**config.mk**
```make
export PLATFORM = sky130hd
export DESIGN_NAME = sata_oob_control
export DESIGN_NICKNAME = d
export VERILOG_FILES = /design/src/rtl/sata_oob_control_pkg.sv /design/src/rtl/sata_prim_detect.sv /design/src/rtl/sata_oob_control.sv
export SDC_FILE = /design/constraint.sdc
export NUM_CORES = 1
export LEC_CHECK = 0
export CORE_MARGIN = 2
export CORE_UTILIZATION = 40
export DETAILED_ROUTE_END_ITERATION = 10
export DONT_BUFFER_PORTS = 1
export PLACE_DENSITY = 0.57
export SLEW_MARGIN = 20
export SYNTH_ARGS = -nofsm -noshare
export SYNTH_HDL_FRONTEND = slang
export SYNTH_SLANG_ARGS = --single-unit
```
**constraint.sdc**
```tcl
create_clock -name clk -period 2.2 [get_ports clk]
set_input_delay 0.33 -clock clk [delete_from_list [all_inputs] [get_ports clk]]
set_output_delay 0.33 -clock clk [all_outputs]
set_load 0.005 [all_outputs]
```
**src/rtl/sata_oob_control_pkg.sv**
```systemverilog
// SATA OOB shared definitions: state codes and primitive words.
// Also imported by the SATA link layer so both sides agree on encodings.
package sata_oob_control_pkg;

    typedef enum logic [3:0] {
        ST_RESET              = 4'd0,
        ST_WAIT_PHY           = 4'd1,
        ST_SEND_COMRESET      = 4'd2,
        ST_WAIT_COMRESET_DONE = 4'd3,
        ST_WAIT_COMINIT       = 4'd4,
        ST_SEND_COMWAKE       = 4'd5,
        ST_WAIT_COMWAKE_DONE  = 4'd6,
        ST_WAIT_COMWAKE       = 4'd7,
        ST_WAIT_IDLE_END      = 4'd8,
        ST_SEND_D10_2         = 4'd9,
        ST_SEND_ALIGN         = 4'd10,
        ST_READY              = 4'd11
    } oob_state_t;

    localparam logic [31:0] PRIM_ALIGN = 32'h7B4A4ABC;
    localparam logic [3:0]  K_ALIGN    = 4'b0001;
    localparam logic [31:0] PRIM_D10_2 = 32'h4A4A4A4A;

endpackage

```
**src/rtl/sata_prim_detect.sv**
```systemverilog
// Registered receive-primitive classifier, fixed one-cycle latency.
// Ports: clk, rst (sync, high); rx_data/rx_char_is_k in; align_det, prim_det out.
module sata_prim_detect
    import sata_oob_control_pkg::*;
(
    input  logic        clk,
    input  logic        rst,
    input  logic [31:0] rx_data,
    input  logic [3:0]  rx_char_is_k,
    output logic        align_det,
    output logic        prim_det
);

    logic is_align;

    assign is_align = (rx_data == PRIM_ALIGN) && (rx_char_is_k == K_ALIGN);

    always_ff @(posedge clk) begin
        if (rst) begin
            align_det <= 1'b0;
            prim_det  <= 1'b0;
        end else begin
            align_det <= is_align;
            // Any K-led word other than ALIGN counts as a non-ALIGN primitive.
            prim_det  <= rx_char_is_k[0] && !is_align;
        end
    end

endmodule

```
**src/rtl/sata_oob_control.sv**
```systemverilog
// SATA host OOB sequencer: COMRESET/COMWAKE, D10.2/ALIGN handshake, link up.
// Ports: clk, rst (sync, high); PHY status and RX words in; TX OOB/data, link/state/retry out.
module sata_oob_control
    import sata_oob_control_pkg::*;
#(
    parameter int COMINIT_TIMEOUT = 750000,
    parameter int ALIGN_TIMEOUT   = 66000
) (
    input  logic        clk,
    input  logic        rst,
    input  logic        i_phy_reset_done,
    input  logic        i_pll_detect_k,
    input  logic        i_dcm_locked,
    input  logic [2:0]  i_rx_status,
    input  logic        i_rx_elec_idle,
    input  logic [31:0] i_rx_data,
    input  logic [3:0]  i_rx_char_is_k,
    input  logic [31:0] i_user_tx_data,
    input  logic [3:0]  i_user_tx_char_is_k,
    output logic        o_tx_comm_start,
    output logic        o_tx_comm_type,
    output logic        o_tx_elec_idle,
    output logic [31:0] o_tx_data,
    output logic [3:0]  o_tx_char_is_k,
    output logic        o_link_up,
    output logic [3:0]  o_state,
    output logic [7:0]  o_retry_count
);

    localparam logic [31:0] CI_LAST = 32'(COMINIT_TIMEOUT - 1);
    localparam logic [31:0] AL_LAST = 32'(ALIGN_TIMEOUT - 1);

    oob_state_t  state_q, next_state;
    logic [31:0] timer;
    logic [1:0]  prim_cnt;
    logic [7:0]  retry;
    logic        phy_ok, timeout, take_retry;
    logic        align_det, prim_det;
    logic        d_comm_start, d_comm_type, d_elec_idle, d_link_up;
    logic [31:0] d_tx_data;
    logic [3:0]  d_tx_k;

    sata_prim_detect u_prim (
        .clk          (clk),
        .rst          (rst),
        .rx_data      (i_rx_data),
        .rx_char_is_k (i_rx_char_is_k),
        .align_det    (align_det),
        .prim_det     (prim_det)
    );

    assign phy_ok = i_phy_reset_done && i_pll_detect_k && i_dcm_locked;

    assign timeout =
        (((state_q == ST_WAIT_COMINIT) || (state_q == ST_WAIT_COMWAKE))
            && (timer == CI_LAST))
        || ((state_q == ST_SEND_D10_2) && (timer == AL_LAST));

    // State, timer, primitive counter and retry counter.
    always_ff @(posedge clk) begin
        if (rst) begin
            state_q  <= ST_RESET;
            timer    <= '0;
            prim_cnt <= '0;
            retry    <= '0;
        end else begin
            state_q <= next_state;
            timer   <= (next_state != state_q) ? '0 : timer + 32'd1;
            if (state_q != ST_SEND_ALIGN || !prim_det)
                prim_cnt <= '0;
            else
                prim_cnt <= prim_cnt + 2'd1;
            if (take_retry && retry != 8'hFF)
                retry <= retry + 8'd1;
        end
    end

    always_comb begin
        next_state = state_q;
        take_retry = 1'b0;
        unique case (state_q)
            ST_RESET:
                next_state = ST_WAIT_PHY;
            ST_WAIT_PHY:
                if (phy_ok) next_state = ST_SEND_COMRESET;
            ST_SEND_COMRESET:
                next_state = ST_WAIT_COMRESET_DONE;
            ST_WAIT_COMRESET_DONE:
                if (i_rx_status[0]) next_state = ST_WAIT_COMINIT;
            ST_WAIT_COMINIT:
                if (i_rx_status[2]) begin
                    next_state = ST_SEND_COMWAKE;
                end else if (timeout) begin
                    next_state = ST_SEND_COMRESET;
                    take_retry = 1'b1;
                end
            ST_SEND_COMWAKE:
                next_state = ST_WAIT_COMWAKE_DONE;
            ST_WAIT_COMWAKE_DONE:
                if (i_rx_status[0]) next_state = ST_WAIT_COMWAKE;
            ST_WAIT_COMWAKE:
                if (i_rx_status[1]) begin
                    next_state = ST_WAIT_IDLE_END;
                end else if (timeout) begin
                    next_state = ST_SEND_COMRESET;
                    take_retry = 1'b1;
                end
            ST_WAIT_IDLE_END:
                if (!i_rx_elec_idle) next_state = ST_SEND_D10_2;
            ST_SEND_D10_2:
                if (align_det) begin
                    next_state = ST_SEND_ALIGN;
                end else if (timeout) begin
                    next_state = ST_SEND_COMRESET;
                    take_retry = 1'b1;
                end
            ST_SEND_ALIGN:
                // Third consecutive primitive is the one flagged now.
                if (prim_det && prim_cnt == 2'd2) next_state = ST_READY;
            ST_READY:
                if (i_rx_status[2]) next_state = ST_SEND_COMRESET;
            default:
                next_state = ST_RESET;
        endcase
        // PHY loss overrides everything, including a same-cycle timeout.
        if (state_q != ST_RESET && state_q != ST_WAIT_PHY && !phy_ok) begin
            next_state = ST_WAIT_PHY;
            take_retry = 1'b0;
        end
    end

    // Outputs are decoded from next_state so the registers line up with o_state.
    always_comb begin
        d_comm_start = (next_state == ST_SEND_COMRESET)
                    || (next_state == ST_SEND_COMWAKE);
        d_comm_type  = (next_state == ST_SEND_COMWAKE);
        d_elec_idle  = (next_state < ST_SEND_D10_2);
        d_link_up    = (next_state == ST_READY);
        d_tx_data    = '0;
        d_tx_k       = '0;
        unique case (next_state)
            ST_SEND_D10_2: begin
                d_tx_data = PRIM_D10_2;
                d_tx_k    = 4'b0000;
            end
            ST_SEND_ALIGN: begin
                d_tx_data = PRIM_ALIGN;
                d_tx_k    = K_ALIGN;
            end
            ST_READY: begin
                d_tx_data = i_user_tx_data;
                d_tx_k    = i_user_tx_char_is_k;
            end
            default: begin
                d_tx_data = '0;
                d_tx_k    = '0;
            end
        endcase
    end

    always_ff @(posedge clk) begin
        if (rst) begin
            o_tx_comm_start <= 1'b0;
            o_tx_comm_type  <= 1'b0;
            o_tx_elec_idle  <= 1'b1;
            o_tx_data       <= '0;
            o_tx_char_is_k  <= '0;
            o_link_up       <= 1'b0;
        end else begin
            o_tx_comm_start <= d_comm_start;
            o_tx_comm_type  <= d_comm_type;
            o_tx_elec_idle  <= d_elec_idle;
            o_tx_data       <= d_tx_data;
            o_tx_char_is_k  <= d_tx_k;
            o_link_up       <= d_link_up;
        end
    end

    assign o_state       = state_q;
    assign o_retry_count = retry;

endmodule

```
# Yosys cells after proc, flatten, opt, wreduce, memory -nomap -nowiden
# Cells that the tools add are included.
[op_classes] n_eq_ne=25 n_addsub=3 order_cmp=1 n_mux=20 reduce_logical=21
[op_table] cell="$pmux W32 S3" n=1
[op_table] cell="$pmux W4 S12" n=1
[op_table] cell="$mux W4" n=11
[op_table] cell="$add A32 B1 Y32 const B" n=1
[op_table] cell="$eq A32 B17 Y1 const B" n=1
[op_table] cell="$eq A32 B20 Y1 const B" n=1
[op_table] cell="$eq A32 B31 Y1 const B" n=1
[op_table] cell="$eq A4 B4 Y1 const B" n=7
[op_table] cell="$eq A4 B3 Y1 const B" n=5
[op_table] cell="$eq A4 B2 Y1 const B" n=3
[op_table] cell="$logic_and A1 B1 Y1" n=10
[op_table] cell="$add A8 B1 Y8 const B" n=1
[op_table] cell="$eq A4 B1 Y1 const B" n=2
[op_table] cell="$ne A8 B8 Y1 const B" n=1
[op_table] cell="$pmux W4 S2" n=1
[op_table] cell="$mux W1" n=5
[op_table] cell="$logic_not A4 Y1" n=1
[op_table] cell="$logic_or A1 B1 Y1" n=4
[op_table] cell="$lt A4 B4 Y1 const B" n=1
[op_table] cell="$ne A4 B1 Y1 const B" n=1
[op_table] cell="$ne A4 B4 Y1" n=1
[op_table] cell="$ne A4 B4 Y1 const B" n=1
[op_table] cell="$reduce_bool A4 Y1" n=1
[op_table] cell="$reduce_or A2 Y1" n=2
[op_table] cell="other kinds (4)" n=6
[word_totals] regBits=88 output_inout_bits=52 input_bits=81 word_cells=82

# Logic depth before layout (Yosys ltp)
# Gate-level depths: netlist of the first run.
[logic_depth] depth_word=10 mapped_depth=10 ltp_nobuf=7

# Modules after synthesis
# Synthesis of the first run repeated with hierarchy kept, for this count alone.
[hier_totals] hier_cells=479 area_unflattened_um2=4211.5
[by_module_without_submodules] mod="sata_oob_control" cells_per_inst=462 seq_area_each_um2=1721.7 n_inst=1 area_each_um2=4038.9
[by_module_without_submodules] mod="sata_prim_detect" cells_per_inst=17 seq_area_each_um2=40.0 n_inst=1 area_each_um2=172.7

# Worst setup path before layout of the first run
# OpenSTA, ideal clock, no wires.
[synth_timing] path_kind="reg2reg" startpoint="reg state_q[2] (netlist: o_state[2])" endpoint="reg o_tx_data[14]" synth_period_minus_slack_ns=2.423 n_path_buf=3 path_stages_with_launch=10 arrival_time_ns=2.297 t_required_ns=2.074 path_slack_ns=-0.223 setup_ns=0.126 path_cell_list="dfxtp_1 buf_2 nand4b_1 or4_4 a211oi_4 buf_4 a211o_1 nand2b_1 buf_4 o22ai_2"
[synth_between] elab_chain_len=10 elab_cells_between_ends=36 classes_between="eq/ne (15); mux (13); reduce/logical (8)"
[synth_rtl] item="from (decl)" line_no="sata_oob_control.sv:33" source="oob_state_t state_q, next_state;"
[synth_rtl] item="from (signal assigned)" line_no="sata_oob_control.sv:67" source="state_q <= next_state;"
[synth_rtl] item="$eq A4 B3 Y1" line_no="sata_oob_control.sv:55, sata_oob_control.sv:81"
[synth_rtl] item="$logic_or A1 B1 Y1" line_no="sata_oob_control.sv:55" source="(((state_q == ST_WAIT_COMINIT) || (state_q == ST_WAIT_COMWAKE))"
[synth_rtl] item="$logic_and A1 B1 Y1" line_no="sata_oob_control.sv:56" source="&& (timer == CI_LAST))"
[synth_rtl] item="$logic_or A1 B1 Y1" line_no="sata_oob_control.sv:57" source="|| ((state_q == ST_SEND_D10_2) && (timer == AL_LAST));"
[synth_rtl] item="$mux W4" line_no="sata_oob_control.sv:93, sata_oob_control.sv:104, sata_oob_control.sv:113"
[synth_rtl] item="$mux W4, on equally long branches" line_no="sata_oob_control.sv:111, sata_oob_control.sv:91, sata_oob_control.sv:102"
[synth_rtl] item="$pmux W4 S12" line_no="sata_oob_control.sv:81" source="unique case (state_q)"
[synth_rtl] item="$mux W4 *" line_no="sata_oob_control.sv:126" source="if (state_q != ST_RESET && state_q != ST_WAIT_PHY && !phy_ok) begin"
[synth_rtl] item="$eq A4 B4 Y1" line_no="sata_oob_control.sv:141" source="unique case (next_state)"
[synth_rtl] item="$pmux W32 S3 *" line_no="sata_oob_control.sv:141"
[synth_rtl] item="to (signal assigned)" line_no="sata_oob_control.sv:173" source="o_tx_data <= d_tx_data;"
[synth_rtl] item="to (decl)" line_no="sata_oob_control.sv:23" source="output logic [31:0] o_tx_data,"
# Every way passes the cells marked *; elsewhere a longest branch is shown, timed or not.
# A chain may end at the register's enable or synchronous reset.

# Worst setup path in the final report of the first run
[layout_timing] startpoint="reg state_q[0] (netlist: o_state[0])" endpoint="reg timer[18]"
[layout_between] elab_chain_len=10 elab_cells_between_ends=34 classes_between="eq/ne (13); mux (12); reduce/logical (9)"
[layout_rtl] item="$eq A4 B3 Y1" line_no="sata_oob_control.sv:55, sata_oob_control.sv:81"
[layout_rtl] item="$logic_or A1 B1 Y1" line_no="sata_oob_control.sv:55"
[layout_rtl] item="$logic_and A1 B1 Y1" line_no="sata_oob_control.sv:56"
[layout_rtl] item="$logic_or A1 B1 Y1" line_no="sata_oob_control.sv:57"
[layout_rtl] item="$mux W4" line_no="sata_oob_control.sv:93, sata_oob_control.sv:104, sata_oob_control.sv:113"
[layout_rtl] item="$mux W4, on equally long branches" line_no="sata_oob_control.sv:111, sata_oob_control.sv:91, sata_oob_control.sv:102"
[layout_rtl] item="$pmux W4 S12" line_no="sata_oob_control.sv:81"
[layout_rtl] item="$mux W4" line_no="sata_oob_control.sv:126"
[layout_rtl] item="$ne A4 B4 Y1 *" line_no="sata_oob_control.sv:68" source="timer <= (next_state != state_q) ? '0 : timer + 32'd1;"
[layout_rtl] item="$reduce_or A2 Y1 (no source line) *"
[layout_rtl] item="to (signal assigned)" line_no="sata_oob_control.sv:68"
[layout_rtl] item="to (decl)" line_no="sata_oob_control.sv:34" source="logic [31:0] timer;"
# Marked as above.

==> impl_metrics.toml, run 1 <==
[outcome]
run_status = "complete, but fails checks"
violations = "negative setup slack"

[critical_path]
required_ns = 2.46
slowest_delay_ns = 0.54
start_kind = "register"
endpoint_kind = "register"
crit_type = "reg -> reg"
critPathSlowestCell = "or4_4"
path_cells = "xor2_1, or4_4, a211oi_4, buf_6, buf_4, and3b_2, a2111oi_4, buf_12, nor4_1"
rrSetupSlack_ns = -0.28
worst_ep_arrival_time_ns = 2.73
crit_fanout = 32

[logic_synthesis]
ys_seq_elements = 88
syn_nets = 527
synth-edff-count = 0
synthesis.instances = 443
yosysTopAreaCellShare = 0.4308
yosysTopAreaCell = "dfxtp_1"
synth_area_mm2 = 0.004089
yosysUniqueCellTypes = 61
async_reset_ff_frac = 0
ys_warn_count = 0
yosysSeqAreaShare = 0.4308
synth_area_leaders = "dfxtp_1, nor4_1, xor2_1, and2_1, o22ai_2"
synth_ff_type = "dfxtp_1"
avgSynthCellArea_um2 = 9.230

[floorplan]
die-area_mm2 = 0.01105
start_util = 0.4145
core_mm2 = 0.009864
fp.dieH_um = 105.1
ios = 133
rows = 36
die_w_um = 105.1

[sta]
fmax_mhz = 403.5
final.period_utilization = 1.126
rsz0062_at_grt = "yes"
hold_slack_ns = 0.01636
finalHoldViolations = 0
fin_crit_ns = 2.478
worst_pin_slew_ns = 0.5518
skew_ns = 0.01883
setup_violations = 72
worst_slack_ns = -0.2783
finalMaxSlewViolations = 0
slew_headroom = 0.6283
tns_ns = -11.46

[placed_design]
place_congestion = 0.8280
placed_area_mm2 = 0.004737
port_buffers = 0
place_ws_ns = -0.2916
dpl.hpwl_um = 7248

[detailed_routing]
avgRoutedWirePerCell_um = 16.69
wirelength_um = 10670
dr.pass1.iters = 4
via_count = 3581
antenna_left = 0
via_per_inst = 5.604
drc = 0
drt-initial-drc-count = 167

[cells_and_area]
syn_to_final_growth_pct = 30.78
layout_common_cells = "dfxtp_1, buf_4, nand2_1"
num_antenna_cells = 0
finalInstanceArea_mm2 = 0.005348
fill_cells = 890
multiInputGateArea_mm2 = 0.002471
regArea_mm2 = 0.001765
nNetsFinal = 585
layout_commonest_cell = "dfxtp_1"
drive_gt1_frac = 0.3261

[global_routing]
overflow = 0
antenna_found_initial = 0
grt_pass1_vias = 3491
grt_pass1_wl_um = 16970
grt_max_degree = 33
track_usage = 0.1867

[cts]
clkLatencyLatePin_ns = 0.37
clock-sinks = 88
cts_tree = "built"
ctsHtreeMaxLevel = 3
root_buffer = "clkbuf_8"
path_clk_slew_ns = 0.10
cts_buffers = 9
clk_path_buf_depth = 2

[power_and_ir_drop]
pwr_density_cell_mw_per_mm2 = 551.4
ir_drop_mv = 0.3695
p_leak_nw = 1.903
power.total_mw = 2.949

[flow_run]
timing.max_cap.violations = 0

[hold_path]
worst_hold_path_type = "in -> reg"
[where the power goes]
| part | switching (mW) | leakage (nW) | internal (mW) | total [mW] |
|---|---|---|---|---|
| logic | 0.120 | 1.09 | 0.0827 | 0.203 |
| clock network | 0.687 | 0.103 | 0.457 | 1.14 |
| registers | 0.00429 | 0.710 | 1.60 | 1.60 |
| total | 0.811 | 1.90 | 2.14 | 2.95 |
[per-layer routing]
layer,wire length [um],vias up,global-route usage
met4,178,0,0.06762
met3,536,15,0.05802
li1,-,1754,-
met2,5435,95,0.3066
met1,4516,1717,0.2300
met5,0,-,0
[cells in the mapped netlist, types with 6 or more instances]
library cell,count
o21ai_0,11
dfxtp_1,88
nor2_1,25
a21oi_1,13
nor4b_1,8
xnor2_1,12
nand2_1,27
xor2_1,24
nand3_1,14
o22ai_2,10
and2_1,20
clkbuf_1,18
nand4_1,18
inv_1,6
nor3_1,16
and3_1,11
nor4_1,37
buf_2,7
[registers in the layout (all words and copies together), names as in the netlist, 2 cells and up]
register,count
o_state,4
o_retry_count,8
o_tx_data,32
o_tx_char_is_k,4
prim_cnt,2
timer,32
[stage by stage]
| step | std cells | util |
|---|---|---|
| global route | 639 | 0.5421 |
| detailed placement | 610 | 0.4802 |
| floorplan | 443 | - |
| global placement | 610 | 0.4802 |
| finish | 639 | 0.5421 |
| CTS | 629 | 0.5162 |
[timing repair]
| action | 4_1_cts | 5_1_grt |
|---|---|---|
| cloned | 1 | 3 |
| pin swaps | 3 | 5 |
| setup endpoints to repair | 77 | 75 |
| setup buffers | 2 | 6 |
| gates resized for setup | 28 | 28 |
| hold endpoints to repair | 0 | 9 |
| hold buffers | 0 | 1 |
[cell families (layout without fill, tap and decap cells)]
| kind of cell | count (synthesis) | count (layout) | share of synthesized area |
|---|---|---|---|
| AND/OR/NAND/NOR | 217 | 218 | 0.3161 |
| XOR/XNOR | 36 | 36 | 0.07711 |
| flip-flops | 88 | 88 | 0.4308 |
| buffers and inverters | 38 | 100 | 0.04375 |
| multiplexers | 2 | 2 | 0.004896 |
| AO/OA/AOI/OAI | 59 | 59 | 0.1181 |
| adder cells (fa/ha/maj) | 3 | 3 | 0.009181 |
[path summary, 6_finish.rpt]
path | from | end | cells after the start
setup / recovery | o_state[0]$_SDFF_PP0_ | timer[18]$_SDFF_PP0_ | 9
hold / removal | rst | o_state[1]$_SDFF_PP0_ | 1
setup reg to reg | o_state[0]$_SDFF_PP0_ | timer[18]$_SDFF_PP0_ | 9
hold reg to reg | prim_cnt[0]$_SDFF_PP0_ | prim_cnt[0]$_SDFF_PP0_ | 1
[worst max-delay path: cells and delay by family, from the launching register on]
| kind | cells | cell delay (ns) |
|---|---|---|
| compound gates | 2 | 0.29 |
| flops | 1 | 0.34 |
| buf+inv | 3 | 0.49 |
| simple gates | 3 | 1.08 |
| xor+xnor | 1 | 0.15 |
[cell type report]
| class | instances | area share |
|---|---|---|
| tap | 133 | 0.03112 |
| inverter | 6 | 0.004212 |
| clock buffer | 9 | 0.02316 |
| timing repair buffer | 78 | 0.1350 |
| clock inverter | 7 | 0.01427 |
| multi-input combinational | 318 | 0.4621 |
| sequential | 88 | 0.3301 |
(Power assumes the default switching activity.)
==> inputs of run 2 (changes only) <==
--- a/config.mk
+++ b/config.mk
@@ -6,10 +6,10 @@
 export NUM_CORES = 1
 export LEC_CHECK = 0
 export CORE_MARGIN = 2
-export CORE_UTILIZATION = 40
+export CORE_UTILIZATION = 30
 export DETAILED_ROUTE_END_ITERATION = 10
 export DONT_BUFFER_PORTS = 1
-export PLACE_DENSITY = 0.57
+export PLACE_DENSITY = 0.46
 export SLEW_MARGIN = 20
 export SYNTH_ARGS = -nofsm -noshare
 export SYNTH_HDL_FRONTEND = slang
==> impl_metrics.toml, run 2 (synthesis gave the netlist of run 1 again) <==
[cts]
cts_buffers = 9
clock-sinks = 88
path_clk_slew_ns = 0.07
clkLatencyLatePin_ns = 0.34
cts_hold_buf = 0
ctsHtreeMaxLevel = 3
clk_path_buf_depth = 2
root_buffer = "clkbuf_16"
cts_tree = "built"

[hold_path]
worstHoldPathCells = 1
worst_hold_path_type = "in -> reg"
min_to = "o_state[0]$_SDFF_PP0_"
hp-start = "rst"

[sta]
finalMaxSlewViolations = 0
worst_pin_slew_ns = 0.5563
worst_slack_ns = -0.2291
hold_slack_ns = 0.04774
slew_headroom = 0.6291
finalHoldViolations = 0
skew_ns = 0.009469
rsz0062_at_grt = "yes"
fmax_mhz = 411.7
final.period_utilization = 1.104
setup_violations = 70
fin_crit_ns = 2.429

[cells_and_area]
layout_common_cells = "dfxtp_1, buf_4, nand2_1"
layout_commonest_cell = "dfxtp_1"
syn_to_final_growth_pct = 35.83
nNetsFinal = 590
drive_gt1_frac = 0.3366
num_antenna_cells = 0
fill_cells = 1318
fin_util = 0.4177

[floorplan]
core_mm2 = 0.01330
die-area_mm2 = 0.01458
start_util = 0.3075
die_w_um = 120.7
ios = 133
rows = 42
fp.dieH_um = 120.7

[placed_design]
dpl.hpwl_um = 7609
port_buffers = 0
place_congestion = 0.7650

[detailed_routing]
drt-initial-drc-count = 160
wirelength_um = 11380
antenna_left = 0
via_per_inst = 5.141
drc = 0
dr.pass1.iters = 4
avgRoutedWirePerCell_um = 16.56
via_count = 3532

[critical_path]
reg2regPathDepth = 8
cp_common_cell = "buf_6"
r2r_end = "o_tx_data[14]$_SDFF_PP0_"
worst_ep_arrival_time_ns = 2.70
r2r-start = "o_state[0]$_SDFF_PP0_"
endpoint_kind = "register"
crit_fanout = 5
critPathSlowestCell = "or4_4"
required_ns = 2.47
start_kind = "register"
slowest_delay_ns = 0.54
path_cells = "xor2_1, or4_4, a211oi_4, buf_6, o21a_4, or4b_4, buf_6, o22ai_2"
crit_type = "reg -> reg"
rrSetupSlack_ns = -0.23

[global_routing]
grt_max_degree = 33
grt_pass1_wl_um = 17560
overflow = 0
antenna_found_initial = 0
grt_pass1_vias = 3452
track_usage = 0.1503

[power_and_ir_drop]
pwr_density_cell_mw_per_mm2 = 589.4
p_leak_nw = 1.944
ir_drop_mv = 0.4208

[flow_run]
timing.max_cap.violations = 0

[outcome]
run_status = "complete, but fails checks"
violations = "negative setup slack"
==> run 2: worst max-delay path by stage <==
stage                                     start                         end  slack, ns  cells after the start
after floorplan           o_state[2]$_SDFF_PP0_  o_tx_comm_start$_SDFF_PP0_      -0.19                      8
after global placement    o_state[2]$_SDFF_PP0_    o_tx_data[30]$_SDFF_PP0_      -0.21                      8
after detailed placement  o_state[0]$_SDFF_PP0_    o_tx_data[14]$_SDFF_PP0_      -0.22                      8
after CTS                 o_state[0]$_SDFF_PP0_    o_tx_data[14]$_SDFF_PP0_      -0.21                      8
after global routing      o_state[1]$_SDFF_PP0_     o_tx_data[2]$_SDFF_PP0_      -0.30                     10
final                     o_state[0]$_SDFF_PP0_    o_tx_data[14]$_SDFF_PP0_      -0.23                      8
==> run 2: final cells by class <==
| type | count | area, um^2 | share of cell area |
|---|---|---|---|
| Multi-Input combinational cell | 318 | 2530 | 0.4555 |
| Sequential cell | 88 | 1769 | 0.3185 |
| Timing Repair Buffer | 83 | 729.5 | 0.1313 |
| Clock buffer | 11 | 242.7 | 0.04370 |
| Tap cell | 176 | 220.2 | 0.03965 |
| Clock inverter | 5 | 40.04 | 0.007209 |
| Inverter | 6 | 22.52 | 0.004055 |
==> run 2: power breakdown <==
group | total, mW | leakage [nW] | internal, mW | switching [mW]
logic | 0.213 | 1.09 | 0.0827 | 0.130
registers | 1.60 | 0.712 | 1.60 | 0.00435
clock network | 1.46 | 0.140 | 0.805 | 0.652
total | 3.27 | 1.94 | 2.49 | 0.786
==> run 2: worst max-delay path: cells and delay by family, from the launching register on <==
family                 cells  cell delay (ns)
AND/OR/NAND/NOR            2             1.03
AO/OA/AOI/OAI              3             0.53
flip-flops                 1             0.32
buffers and inverters      2             0.32
XOR/XNOR                   1             0.15
==> run 2: what timing repair did <==
item / 4_1_cts / 5_1_grt
setup endpoints to repair: 71 / 80
gates resized for setup: 12 / 46
pin swaps: 0 / 6
buffers inserted: 1 / 2
cloned: 2 / 4
==> run 2: stage by stage <==
| step | setup slack (ns) | total power, mW | TNS [ns] | instance area (um^2) | std cells |
|---|---|---|---|---|---|
| CTS | -0.2075 | 3.269 | -9.243 | 5195 | 681 |
| finish | -0.2291 | 3.273 | -10.13 | 5554 | 687 |
| global route | -0.3014 | 3.384 | -17.51 | 5554 | 687 |
| detailed placement | -0.2152 | 1.809 | -8.429 | 4833 | 662 |
| global placement | -0.2143 | 1.807 | -9.033 | 4833 | 662 |
| floorplan | -0.1941 | 1.756 | -6.916 | 4174 | 443 |
==> run 2: per-layer routing <==
metal  up-vias  wire [um]  global-route usage
met1      1674       5181              0.1933
met5         -          0                   0
met4         0        154             0.05669
met3        12        566             0.04151
li1       1764          -                   -
met2        82       5476              0.2398
==> inputs of run 3 (changes only) <==
--- a/config.mk
+++ b/config.mk
@@ -9,7 +9,7 @@
 export CORE_UTILIZATION = 30
 export DETAILED_ROUTE_END_ITERATION = 10
 export DONT_BUFFER_PORTS = 1
-export PLACE_DENSITY = 0.46
+export PLACE_DENSITY = 0.45
 export SLEW_MARGIN = 20
 export SYNTH_ARGS = -nofsm -noshare
 export SYNTH_HDL_FRONTEND = slang
==> constraint.sdc (replaced) <==
create_clock -name clk -period 2.4 [get_ports clk]
set_input_delay 0.36 -clock clk [delete_from_list [all_inputs] [get_ports clk]]
set_output_delay 0.36 -clock clk [all_outputs]
set_load 0.005 [all_outputs]
==> impl_metrics.toml, run 3 (synthesis gave the netlist of run 1 again) <==
[global_routing]
grt_pass1_vias = 3476
grt_max_degree = 33
antenna_found_initial = 0
overflow = 0
track_usage = 0.1479
grt_pass1_wl_um = 17130

[sta]
fin_crit_ns = 2.416
final.period_utilization = 1.006
hold_slack_ns = 0.07707
worst_pin_slew_ns = 0.4127
tns_ns = -0.1531
rsz0062_at_grt = "yes"
slew_headroom = 0.7249
skew_ns = 0.006927
fmax_mhz = 414.0
worst_slack_ns = -0.01558
finalMaxSlewViolations = 0
finalHoldViolations = 0
setup_violations = 17

[cells_and_area]
nNetsFinal = 570
layout_commonest_cell = "dfxtp_1"
drive_gt1_frac = 0.2953
finalInstanceArea_mm2 = 0.005304
final_cell_count_no_fill = 667
num_antenna_cells = 0
fin_util = 0.3989
layout_common_cells = "dfxtp_1, buf_4, nand2_1"
syn_to_final_growth_pct = 29.71

[cts]
clkLatencyLatePin_ns = 0.34
clock-sinks = 88
cts_hold_buf = 0
cts_buffers = 9
ctsHtreeMaxLevel = 3
cts_tree = "built"
clk_path_buf_depth = 2
path_clk_slew_ns = 0.07
root_buffer = "clkbuf_16"

[outcome]
run_status = "complete, but fails checks"
violations = "negative setup slack"

[detailed_routing]
wirelength_um = 10820
dr.pass1.iters = 4
via_count = 3491
drc = 0
drt-initial-drc-count = 174
via_per_inst = 5.234
avgRoutedWirePerCell_um = 16.22
antenna_left = 0

[critical_path]
crit_fanout = 16
start_kind = "register"
crit_type = "reg -> reg"
worst_ep_arrival_time_ns = 2.64
required_ns = 2.62
endpoint_kind = "register"

[placed_design]
port_buffers = 0
place_ws_ns = -0.1636
dpl.hpwl_um = 7465
placed_area_mm2 = 0.004686
placed_cells = 642
place_congestion = 0.7651

[floorplan]
rows = 42
die-area_mm2 = 0.01458
fp.dieH_um = 120.7
ios = 133
start_util = 0.3075
core_mm2 = 0.01330
die_w_um = 120.7

[power_and_ir_drop]
p_leak_nw = 1.858
ir_drop_mv = 0.4979
power.total_mw = 3.041
pwr_density_cell_mw_per_mm2 = 573.3

[hold_path]
worst_hold_path_type = "in -> reg"

[flow_run]
timing.max_cap.violations = 0
## run 3: power breakdown
group | switching (mW) | internal, mW
Sequential | 0.00377 | 1.46
Clock | 0.642 | 0.738
Combinational | 0.109 | 0.0828
Total | 0.755 | 2.29
## run 3: layout make-up
cell class	count	area, um^2
clock buffer	9	225.2
multi-input combinational	318	2407
tap	176	220.2
timing repair buffer	63	585.6
clock inverter	7	71.32
inverter	6	22.52
sequential	88	1772
fill	1349	7991
## run 3: what timing repair did
item / 4_1_cts / 5_1_grt
gates resized for setup: 18 / 31
pin swaps: 10 / 9
setup endpoints to repair: 52 / 70
buffers inserted: 5 / 2
hold endpoints to repair: 0 / 0
cloned: 3 / 0
## run 3: path summary, 6_finish.rpt
check | startpoint | end | slack (ns) | cells after the start
setup / recovery | o_state[0]$_SDFF_PP0_ | timer[10]$_SDFF_PP0_ | -0.02 | 10
hold / removal | rst | o_retry_count[7]$_SDFFE_PP0P_ | 0.08 | 1
setup reg to reg | o_state[0]$_SDFF_PP0_ | timer[10]$_SDFF_PP0_ | -0.02 | 10
hold reg to reg | prim_cnt[0]$_SDFF_PP0_ | prim_cnt[0]$_SDFF_PP0_ | 0.42 | 1
## run 3: worst max-delay path, cell delays in order (launching register included)
cell	delay [ns]
dfxtp_2	0.32
xor2_1	0.15
or4_4	0.52
a211oi_4	0.29
buf_6	0.16
buf_4	0.11
buf_6	0.10
o211ai_1	0.09
o211ai_1	0.12
bufbuf_16	0.36
nor4_1	0.07
## run 3: metal layers
metal	vias up	global-route usage	part of all wire
met4	0	0.04797	0.013
met2	86	0.2489	0.49
met3	9	0.05425	0.060
met5	-	0	0
li1	1715	-	-
met1	1681	0.1744	0.43
